`src/rtl/word_packer_pkg.sv`:
```
// Shared widths, FIFO entry type and byte-lane placement for word_packer.
// Lane order follows WORD_P​ACKER_BSWAP_EN: defined = big-endian, undefined = little-endian.
package word_packer_pkg;

  localparam int BYTE_W         = 8;
  localparam int WORD_W         = 32;
  localparam int BYTES_PER_WORD = 4;
  localparam int IDX_W          = $clog2(BYTES_PER_WORD);

  typedef struct packed {
    logic              last;
    logic [WORD_W-1:0] data;
  } fifo_entry_t;

  // Returns the byte shifted into the lane selected by its position in the word.
  function automatic logic [WORD_W-1:0] place_byte(input logic [BYTE_W-1:0] b,
                                                  input logic [IDX_W-1:0]  idx);
    logic [IDX_W-1:0] lane;
`ifdef WORD_PACKER_BSWAP_EN
    lane = ~idx;
`else
    lane = idx;
`endif
    return {{(WORD_W-BYTE_W){1'b0}}, b} << {lane, 3'b000};
  endfunction

endpackage

```
`src/rtl/word_packer_fifo.sv`:
```
// Register-based synchronous FIFO with show-ahead head output.
// Push is ignored when full and pop when empty; full/empty come from a registered count.
module word_packer_fifo
  import word_packer_pkg::*;
#(
  parameter int FIFO_DEPTH = 4
) (
  input  logic        clk,
  input  logic        rst_n,
  input  logic        push,
  input  logic        pop,
  input  fifo_entry_t wdata,
  output fifo_entry_t rdata,
  output logic        full,
  output logic        empty
);

  localparam int PTR_W = $clog2(FIFO_DEPTH);
  localparam int CNT_W = PTR_W + 1;

  fifo_entry_t      mem [FIFO_DEPTH];
  logic [PTR_W-1:0] wr_ptr;
  logic [PTR_W-1:0] rd_ptr;
  logic [CNT_W-1:0] count;
  logic             do_push;
  logic             do_pop;

  assign full    = (count == CNT_W'(FIFO_DEPTH));
  assign empty   = (count == '0);
  assign do_push = push && !full;
  assign do_pop  = pop && !empty;
  assign rdata   = mem[rd_ptr];

  // Pointers wrap naturally because the depth is a power of two.
  always_ff @(posedge clk or negedge rst_n) begin
    if (!rst_n) begin
      wr_ptr <= '0;
      rd_ptr <= '0;
      count  <= '0;
      for (int i = 0; i < FIFO_DEPTH; i++) mem[i] <= '0;
    end else begin
      if (do_push) begin
        mem[wr_ptr] <= wdata;
        wr_ptr      <= wr_ptr + 1'b1;
      end
      if (do_pop) rd_ptr <= rd_ptr + 1'b1;
      case ({do_push, do_pop})
        2'b10:   count <= count + 1'b1;
        2'b01:   count <= count - 1'b1;
        default: count <= count;
      endcase
    end
  end

endmodule

```
`src/rtl/word_packer.sv`:
```
// Packs a byte stream into 32-bit words, zero-padding the final word of each packet,
// and feeds them downstream through a small FIFO. Endianness set by WORD_PACKER_BSWAP_EN.
module word_packer
  import word_packer_pkg::*;
#(
  parameter int FIFO_DEPTH = 4
) (
  input  logic              clk,
  input  logic              rst_n,
  input  logic [BYTE_W-1:0] byte_in,
  input  logic              byte_vld,
  input  logic              byte_last,
  output logic              byte_rdy,
  output logic [WORD_W-1:0] dout,
  output logic              wen,
  input  logic              rdy,
  output logic              pkt_done
);

  // Handshakes: a byte moves on an edge with byte_vld && byte_rdy; a word moves on an
  // edge with wen && rdy. dout/wen hold steady until the word is taken.

  logic [WORD_W-1:0] acc;
  logic [IDX_W-1:0]  idx;
  logic              rst_done;
  logic              byte_acc;
  logic              push_word;
  logic              pop_word;
  logic [WORD_W-1:0] word_next;
  logic              fifo_full;
  logic              fifo_empty;
  fifo_entry_t       fifo_wdata;
  fifo_entry_t       fifo_head;

  assign byte_rdy   = rst_done && !fifo_full;
  assign byte_acc   = byte_vld && byte_rdy;
  assign word_next  = acc | place_byte(byte_in, idx);
  assign push_word  = byte_acc && (byte_last || idx == IDX_W'(BYTES_PER_WORD-1));
  assign fifo_wdata = '{last: byte_last, data: word_next};
  assign wen        = !fifo_empty;
  assign pop_word   = wen && rdy;
  assign dout       = fifo_head.data;

  word_packer_fifo #(.FIFO_DEPTH(FIFO_DEPTH)) u_fifo (
    .clk   (clk),
    .rst_n (rst_n),
    .push  (push_word),
    .pop   (pop_word),
    .wdata (fifo_wdata),
    .rdata (fifo_head),
    .full  (fifo_full),
    .empty (fifo_empty)
  );

  // Accumulator clears on every push so unfilled lanes of a short word stay zero.
  always_ff @(posedge clk or negedge rst_n) begin
    if (!rst_n) begin
      acc      <= '0;
      idx      <= '0;
      rst_done <= 1'b0;
      pkt_done <= 1'b0;
    end else begin
      rst_done <= 1'b1;
      pkt_done <= pop_word && fifo_head.last;
      if (byte_acc) begin
        if (push_word) begin
          acc <= '0;
          idx <= '0;
        end else begin
          acc <= word_next;
          idx <= idx + 1'b1;
        end
      end
    end
  end

endmodule
```
`config.mk`:
```
export PLATFORM = sky130hd
export DESIGN_NAME = word_packer
export DESIGN_NICKNAME = d
export VERILOG_FILES = /design/src/rtl/word_packer_pkg.sv /design/src/rtl/word_packer_fifo.sv /design/src/rtl/word_packer.sv
export SDC_FILE = /design/constraint.sdc
export NUM_CORES = 1
export LEC_CHECK = 0
export ABC_AREA = 1
export BUFFER_PORTS_ARGS = -buffer_cell sky130_fd_sc_hd__buf_2
export CAP_MARGIN = 40
export CORE_ASPECT_RATIO = 0.5
export CORE_UTILIZATION = 35
export CTS_CLUSTER_SIZE = 8
export DETAILED_ROUTE_END_ITERATION = 8
export GPL_TIMING_DRIVEN = 0
export PLACE_DENSITY = 0.51
export SETUP_SLACK_MARGIN = 0.02
export SYNTH_ARGS = -nofsm -noshare
export SYNTH_HDL_FRONTEND = slang
export SYNTH_SLANG_ARGS = --single-unit
```
`constraint.sdc`:
```
create_clock -name clk -period 2.6 [get_ports clk]
set_input_delay 0 -clock clk [delete_from_list [all_inputs] [get_ports clk]]
set_output_delay 0 -clock clk [all_outputs]
set_load 0.01 [all_outputs]
```
==> results of run 1 <==
[flip-flops by register name, indices dropped and copies added, names as in the netlist]
name / flops
u_fifo.count: 3
u_fifo.rd_ptr: 2
u_fifo.mem: 132
idx: 2
pkt_done: 1
acc: 32
rst_done: 1
u_fifo.wr_ptr: 2
[critical path: stages, from the launching register on]
cell and delay (ns):
dfrtp_1 0.38, ha_1 0.20, inv_1 0.06, nand2_1 0.14
nand4_1 0.15, buf_4 0.28, ha_1 0.20, inv_1 0.07
fa_1 0.38, a21oi_1 0.14, o21ai_0 0.12, xor2_1 0.16
[metal layers]
| layer | vias to the layer above | global-route usage (%) | part of all wire, % |
|---|---|---|---|
| met4 | 0 | 9.82 | 2.3 |
| met2 | 258 | 34.9 | 43 |
| li1 | 3919 | - | - |
| met1 | 4024 | 34.8 | 48 |
| met3 | 44 | 4.48 | 6.4 |
| met5 | - | 0 | 0 |
[power breakdown]
| group | internal [mW] | total, mW | leakage [nW] | switching, mW |
|---|---|---|---|---|
| clock | 1.53 | 2.64 | 0.293 | 1.11 |
| sequential | 3.85 | 4.36 | 2.21 | 0.506 |
| combinational | 2.10 | 6.69 | 2.67 | 4.59 |
| total | 7.49 | 13.7 | 5.18 | 6.21 |
[path summary, 6_finish.rpt]
check / startpoint / endpoint / cells after the start
min: rst_n / u_fifo.mem[40] / 2
max reg2reg: idx[0] / u_fifo.count[2] / 11
max in group asynchronous: rst_n / u_fifo.mem[47] / 3
max: idx[0] / u_fifo.count[2] / 11
min in group clk: byte_in[7] / acc[31] / 5
min reg2reg: u_fifo.rd_ptr[1] / u_fifo.rd_ptr[1] / 1
[logic make-up after synthesis]
logic type               synth area share [%]
AND/OR/NAND/NOR                          19.2
AO/OA/AOI/OAI                            19.9
buffers and inverters                    12.2
flip-flops                               47.2
adder cells (fa/ha/maj)                  1.03
XOR/XNOR                                0.378
other                                  0.0404
[through the flow]
stage / utilization (%) / setup TNS [ns]
finish: 41.4 / 0
global route: 41.4 / 0
global placement: 38.8 / -266.15
CTS: 41.4 / 0
detailed placement: 39.0 / -0.0690
floorplan: - / 0
[layout make-up]
cell class,instances,area (sq um)
inverter,185,694
multi-input combinational,724,3760
buffer,90,435
timing repair buffer,52,313
clock buffer,25,505
sequential,175,4380
fill,2627,15000
tap,344,430
clock inverter,6,80.1
[cells in the final DEF, fill, tap and decap left out, drive strengths merged]
cell / n
fa: 1
buf: 98
xor2: 3
dlygate4sd3: 4
a21oi: 121
ha: 6
xnor2: 1
nand3: 177
conb: 1
nor2: 6
dfrtp: 175
clkinv: 6
nand2: 225
clkbuf: 65
nand4: 1
o21bai: 132
bufinv: 2
inv: 183
o21ai: 50
[cells in the mapped netlist, drive strengths merged]
cell type	number	share of area, %
xor2	3	0.28
a21oi	121	6.5
o21ai	50	2.7
nand3	177	9.7
fa	1	0.22
xnor2	1	0.094
clkbuf	40	1.6
nand4	1	0.067
o21bai	132	11
dfrtp	175	47
nand2	225	9.1
inv	183	7.4
clkinv	2	0.081
buf	51	3.1
nor2	6	0.32
ha	6	0.81
conb	1	0.040
[what timing repair did]
action,CTS,global route
setup endpoints to repair,1,0
hold buffers,4,0
hold endpoints to repair,68,0
==> summary by stage, run 1 <==
Clock network
The count of buffers added by post-CTS timing repair for setup is 0. The number of buffers created by CTS is 17. The number of clock sinks is 175. The H-tree depth is 4.

In this run, post-CTS repair resized a total of 0 instances. After clock tree synthesis, the clock-pin slew on the worst setup and hold paths is 0.07 ns. No sink is reached through more buffers than the 2 on the longest clock path. The later pin in the worst-skew pair is clocked with a latency of 0.45 ns. The CTS tree is done. The buffer type at the clock tree root is clkbuf_16.

Yosys
The average instance in the mapped netlist occupies 7.89 sq um. Synthesis produced between 1,000 and 1,500 cells. The synthesis-stage register bit count is roughly 180.

Summing the sequential cell areas from Yosys gives 47.2% of the chip area. Summing every instance area after synthesis gives 0.00928 sq mm. The number of nets handed over by synthesis was 1,195. The number of synthesis warnings is 0. The synthesized netlist contains 24 unique library cells.

STA
The setup skew after layout is 0.00680 ns. Setup repair after global routing left no endpoint under its margin. The final setup violation count is 0. The transition at the pin with the smallest max-transition slack is 0.867 ns. Once routing completed, OpenROAD measured the worst setup slack at 0.195 ns. The final hold violation count was 0.

The final-report max-slew violation count is 0. The final hold slack is 0.0705 ns. The fmax is 416 MHz.

The worst pin sits at a relative slew slack of approximately 42%. Dividing the final minimum period by the clock period gives 92.5%. Counting I/O delays and the setup requirement, the final critical path takes 2.40 ns.

Floorplanning
The floorplan step defined a core boundary enclosing 0.0256 sq mm. 48 I/O pins were placed. Measured along the x axis, the die boundary spans about 230 microns.

The cell row count is 41. The die footprint is between 0.02 and 0.03 sq mm. In this run the vertical extent of the chip is 117 microns. The initial utilization of the core area, before any placement, comes to 36.2%.

Final layout
At the end of the flow, the number of nets in the layout was ~1,300. The post-route standard cell area excluding fillers is 0.0106 sq mm. The finished layout holds 1,601 standard cells, fillers aside.

The layout cell share with drive strength beyond 1 is between 9 and 10%. The total inserted antenna cells is 0. From synthesis to final layout, the design area changed by 14.3%.

Pwr
After layout, the design draws a total of 13.7 mW. IR analysis of the VDD net gives a maximum drop of 0.629 mV. Dividing total power by cell area gives a power density of 1290 mW/mm^2. Summed over all cells, the static leakage comes to 5.18 nW.

Critical path
The endpoint kind of the worst setup timing path is a flip-flop. The worst setup path is of the reg -> reg kind. At the worst endpoint, the arrival time is 2.73 ns. The highest fanout seen on the critical path is 19. The setup slack of the most critical reg-to-reg path is 0.20 ns. For the worst setup path, the data required time is 2.92 ns.

STA classifies the critical path startpoint as a flip-flop.

GRT
The number of global-route vias before repair is 7,856. Global routing finished with a remaining overflow of 0. The global-route wire length before repair is 47.6 mm.

The initial antenna violation count came to 0. In the global route stage, overall resource usage came out at 23.9%. The pin count of the biggest net entering global routing is 116.

Placement
The port buffer count is 47. At the end of routability-driven placement, the weighted congestion stood at roughly 0.84. Prior to clock tree synthesis, the placed netlist has a worst setup slack of -0.0690 ns. Summed over all nets, the half-perimeter wirelength after detailed placement is between 20 and 25 mm.

The total instance count after detailed placement is 1,567. Once placement finished, the instance area stood at 0.00998 sq mm.

Hold path
The worst hold path belongs to the class in -> async.

Routing
Across all layers, the routed design uses 8,245 vias. The DRC violations left is 0. The average routed wire per standard cell is slightly below 20 microns. The first-pass iteration count of the detailed router is 6. The average vias per placed instance is roughly 5.1. The total detailed-routing wirelength is 30.8 mm. The detailed router's first-iteration violation count is 971.

The post-detailed-route count of antenna-violating nets is 0.

Outcome
The flow ran to the end, and the final reports show no timing, DRC or antenna violations.

Flow run
The reported max-cap violation count is 0.
Note: power is estimated with default switching activity, not from simulation.
==> inputs of run 2 (changes only) <==
--- a/config.mk
+++ b/config.mk
@@ -6,13 +6,14 @@
 export NUM_CORES = 1
 export LEC_CHECK = 0
 export ABC_AREA = 1
-export BUFFER_PORTS_ARGS = -buffer_cell sky130_fd_sc_hd__buf_2
+export BUFFER_PORTS_ARGS = -buffer_cell sky130_fd_sc_hd__buf_4
 export CAP_MARGIN = 40
 export CORE_ASPECT_RATIO = 0.5
 export CORE_UTILIZATION = 35
 export CTS_CLUSTER_SIZE = 8
 export DETAILED_ROUTE_END_ITERATION = 8
 export GPL_TIMING_DRIVEN = 0
+export MAX_ROUTING_LAYER = met4
 export PLACE_DENSITY = 0.51
 export SETUP_SLACK_MARGIN = 0.02
 export SYNTH_ARGS = -nofsm -noshare
==> run 2 against run 1 <==
Against the previous run: clock skew is 0.00075 ns higher; critical endpoint unchanged; sequential power hardly changed; combinational power is 3.1% higher; design area is 1.1% higher; hold slack better by 0.0097 ns; global-route usage is 0.47 points higher; register-to-register slack better by 0.02 ns.
==> summary by stage, run 2 (synthesized netlist as in run 1, its figures left out) <==
GRT
The global-route wire length before repair is 47.3 mm (-0.64%). The total track usage was 24.4% (+0.47 points). The number of global-route vias before repair came to 7,800 (-0.71%).

The met1 track demand over resource in global routing is 34.7% (-0.094 points). The met2 track demand over resource is 35.5% (+0.60 points). The pin count of the biggest net entering global routing is 94 (-19%).

The initial antenna violation count was 0 (unchanged). After global routing, the most crowded layer is met2. The global route total overflow is 0 (unchanged). The met3 usage is 3.63% (-0.85 points).

Clock network
TritonCTS built the clock tree. The maximum buffer depth of the clock tree was 2 (unchanged). Clock tree synthesis selected as its root buffer the cell clkbuf_16.

The number of buffers created by CTS was 17 (unchanged). The clock transition time at the flip-flop clock pins of the worst setup and hold paths is 0.07 ns (about the same). The number of gates resized after CTS is 0 (unchanged). The H-tree depth came to 4 (unchanged). The number of clock sinks is 175 (unchanged). The latest clock arrival within the worst-skew pair came to 0.45 ns (about the same).

Final layout
The post-route standard cell area excluding fillers is 0.0107 sq mm (+1.1%). The area overhead of the layout relative to synthesis is 15.5%. The layout filler cell count is 2,617 (-0.38%). The layout cell share with drive strength beyond 1 is 10.0% (+0.23 points). The flip-flop count of the largest register, all copies and words added is 132 (unchanged). The most common cell after layout, fill and taps aside is nand2_1. The total inserted antenna cells is 0 (unchanged).

The net count reported at finish came to 1,265 (unchanged). The top cell types in the final layout, fill and taps aside, are 224 x nand2_1, 180 x inv_1, 176 x nand3_1. In the final layout, the registers with the most flip-flops are u_fifo.mem: 132 flops, acc: 32 flops, u_fifo.count: 3 flops. The register with the most flip-flops in the final layout is u_fifo.mem.

Placement
The detailed-placement wirelength estimate was 21.5 mm (+1.3%). The standard cell area after detailed placement is 0.0101 sq mm (+1.2%). The final estimated routing congestion in global placement is 0.861 (+2.3%). The worst-case setup slack after placement is -0.0328 ns (+0.0362 ns). The port buffer count is 47 (unchanged).

Routing
The DRC violations left is 0 (unchanged). The count of vias placed by the detailed router was 8,281 (+0.44%). The post-detailed-route count of antenna-violating nets is 0 (unchanged). The detailed router's first-iteration violation count was 909 (-6.4%).

The total detailed-routing wirelength is 30.6 mm (-0.73%). The average vias per placed instance is 5.17 (+0.37%). The average routed wire per standard cell was 19.1 microns (-0.79%).

The first-pass iteration count of the detailed router is 5 (-1).

Floorplanning
The die outline width is 232 microns (unchanged). The number of ports placed on the die boundary is 48 (unchanged). The cell row count came to 41 (unchanged). The die footprint is 0.0272 sq mm (unchanged).

The starting density of the core came to 36.2% (unchanged). The die boundary height is 117 microns (unchanged). The core box area is 0.0256 sq mm (unchanged).

Critical path
The endpoint kind of the worst setup timing path is a flip-flop. The data required time of the worst path is 2.93 ns (about the same). The setup slack of the most critical reg-to-reg path is 0.22 ns (+0.02 ns). The type of element launching the critical path is a flip-flop.

The highest fanout seen on the critical path is 19 (unchanged). The critical path in this run is classified as reg -> reg. The arrival time at the worst endpoint is 2.71 ns (-0.02 ns).

Hold path
The tightest min-delay check is of the in -> reg type.

Pwr
The static leakage power came to 5.21 nW (+0.69%). The largest vdd supply drop is 0.656 mV (+4.3%). The areal power density over the cells was 1300 mW/mm^2 (+0.49%).

STA
The setup slack after layout is 0.218 ns (+0.0227 ns). The transition at the pin with the smallest max-transition slack is 0.862 ns (-0.00498 ns). The final hold violation count is 0 (unchanged). The final setup violation count is 0 (unchanged). Setup repair after global routing left no endpoint under its margin. The setup skew after layout was 0.00755 ns (+0.000748 ns). The final worst-path cycle share is 91.6% (-0.87 points). The fmax is 420 MHz (+0.95%). The final-report max-slew violation count is 0 (unchanged). The clock period minus worst slack is 2.38 ns (-0.0227 ns). The final hold slack is 0.0802 ns (+0.00966 ns).

The headroom to the max-slew limit came to 42.5% (+0.33 points).

Flow run
The reported max-cap violation count was 0 (unchanged).

Outcome
The flow ran to the end, and the final reports show no timing, DRC or antenna violations.
run 2: cell types whose count changed in the layout (fill, tap and decap cells not counted), sizes merged:
cell      previous run  this run
clkbuf              65        61
clkinv               6         9
clkinvlp             0         2
run 2: what timing repair did:
| action | CTS | global route |
|---|---|---|
| hold buffers | 4 | 0 |
| hold endpoints to repair | 101 | 0 |
| endpoints found under the setup margin | 1 | 0 |
| buffers inserted | 0 | 0 |
run 2: layout make-up:
| cell class | count | area [sq um] | share of cell area [%] |
|---|---|---|---|
| tap | 344 | 430 | 4.02 |
| clock inverter | 11 | 114 | 1.06 |
| clock buffer | 21 | 470 | 4.39 |
| buffer | 90 | 435 | 4.06 |
| timing repair buffer | 52 | 428 | 3.99 |
| inverter | 185 | 694 | 6.48 |
| multi-input combinational | 724 | 3760 | 35.1 |
| sequential | 175 | 4380 | 40.9 |
run 2: path summary, 6_finish.rpt:
kind	startpoint	to	cells after the start
min reg2reg	acc[3]	acc[3]	2
min	byte_in[7]	acc[31]	5
min in group asynchronous	rst_n	u_fifo.mem[7]	2
max	idx[0]	u_fifo.count[2]	11
max reg2reg	idx[0]	u_fifo.count[2]	11
max in group asynchronous	rst_n	u_fifo.mem[18]	3
run 2: where the power goes:
group          internal [mW]  total (mW)  switching [mW]
registers               3.85        4.36           0.512
logic                   2.35        6.90            4.56
clock network           1.48        2.64            1.16
total                   7.68        13.9            6.23
run 2: per-layer routing:
layer  up-vias  share of wire [%]
li1       3919                  -
met1      4078                 48
met2       250                 44
met3        34                6.8
met4         0                1.6
met5         -                  0
run 2: stage by stage:
stage	util [%]	instances	total power, mW	setup TNS [ns]
3_3_place_gp	39.3	1566	11.1	-0.0131
5_1_grt	41.9	1602	14.9	0
6_report	41.9	1602	13.9	0
4_1_cts	41.9	1602	13.9	0
2_1_floorplan	-	1175	8.53	0
3_5_place_dp	39.4	1567	11.3	-0.0328
run 2: worst max-delay path: stages (launching register included):
cell	delay (ns)
dfrtp_1	0.38
ha_1	0.20
inv_1	0.05
nand2_1	0.13
nand4_1	0.15
buf_4	0.29
ha_1	0.20
inv_1	0.06
fa_1	0.38
a21oi_1	0.14
o21ai_0	0.11
xor2_1	0.16
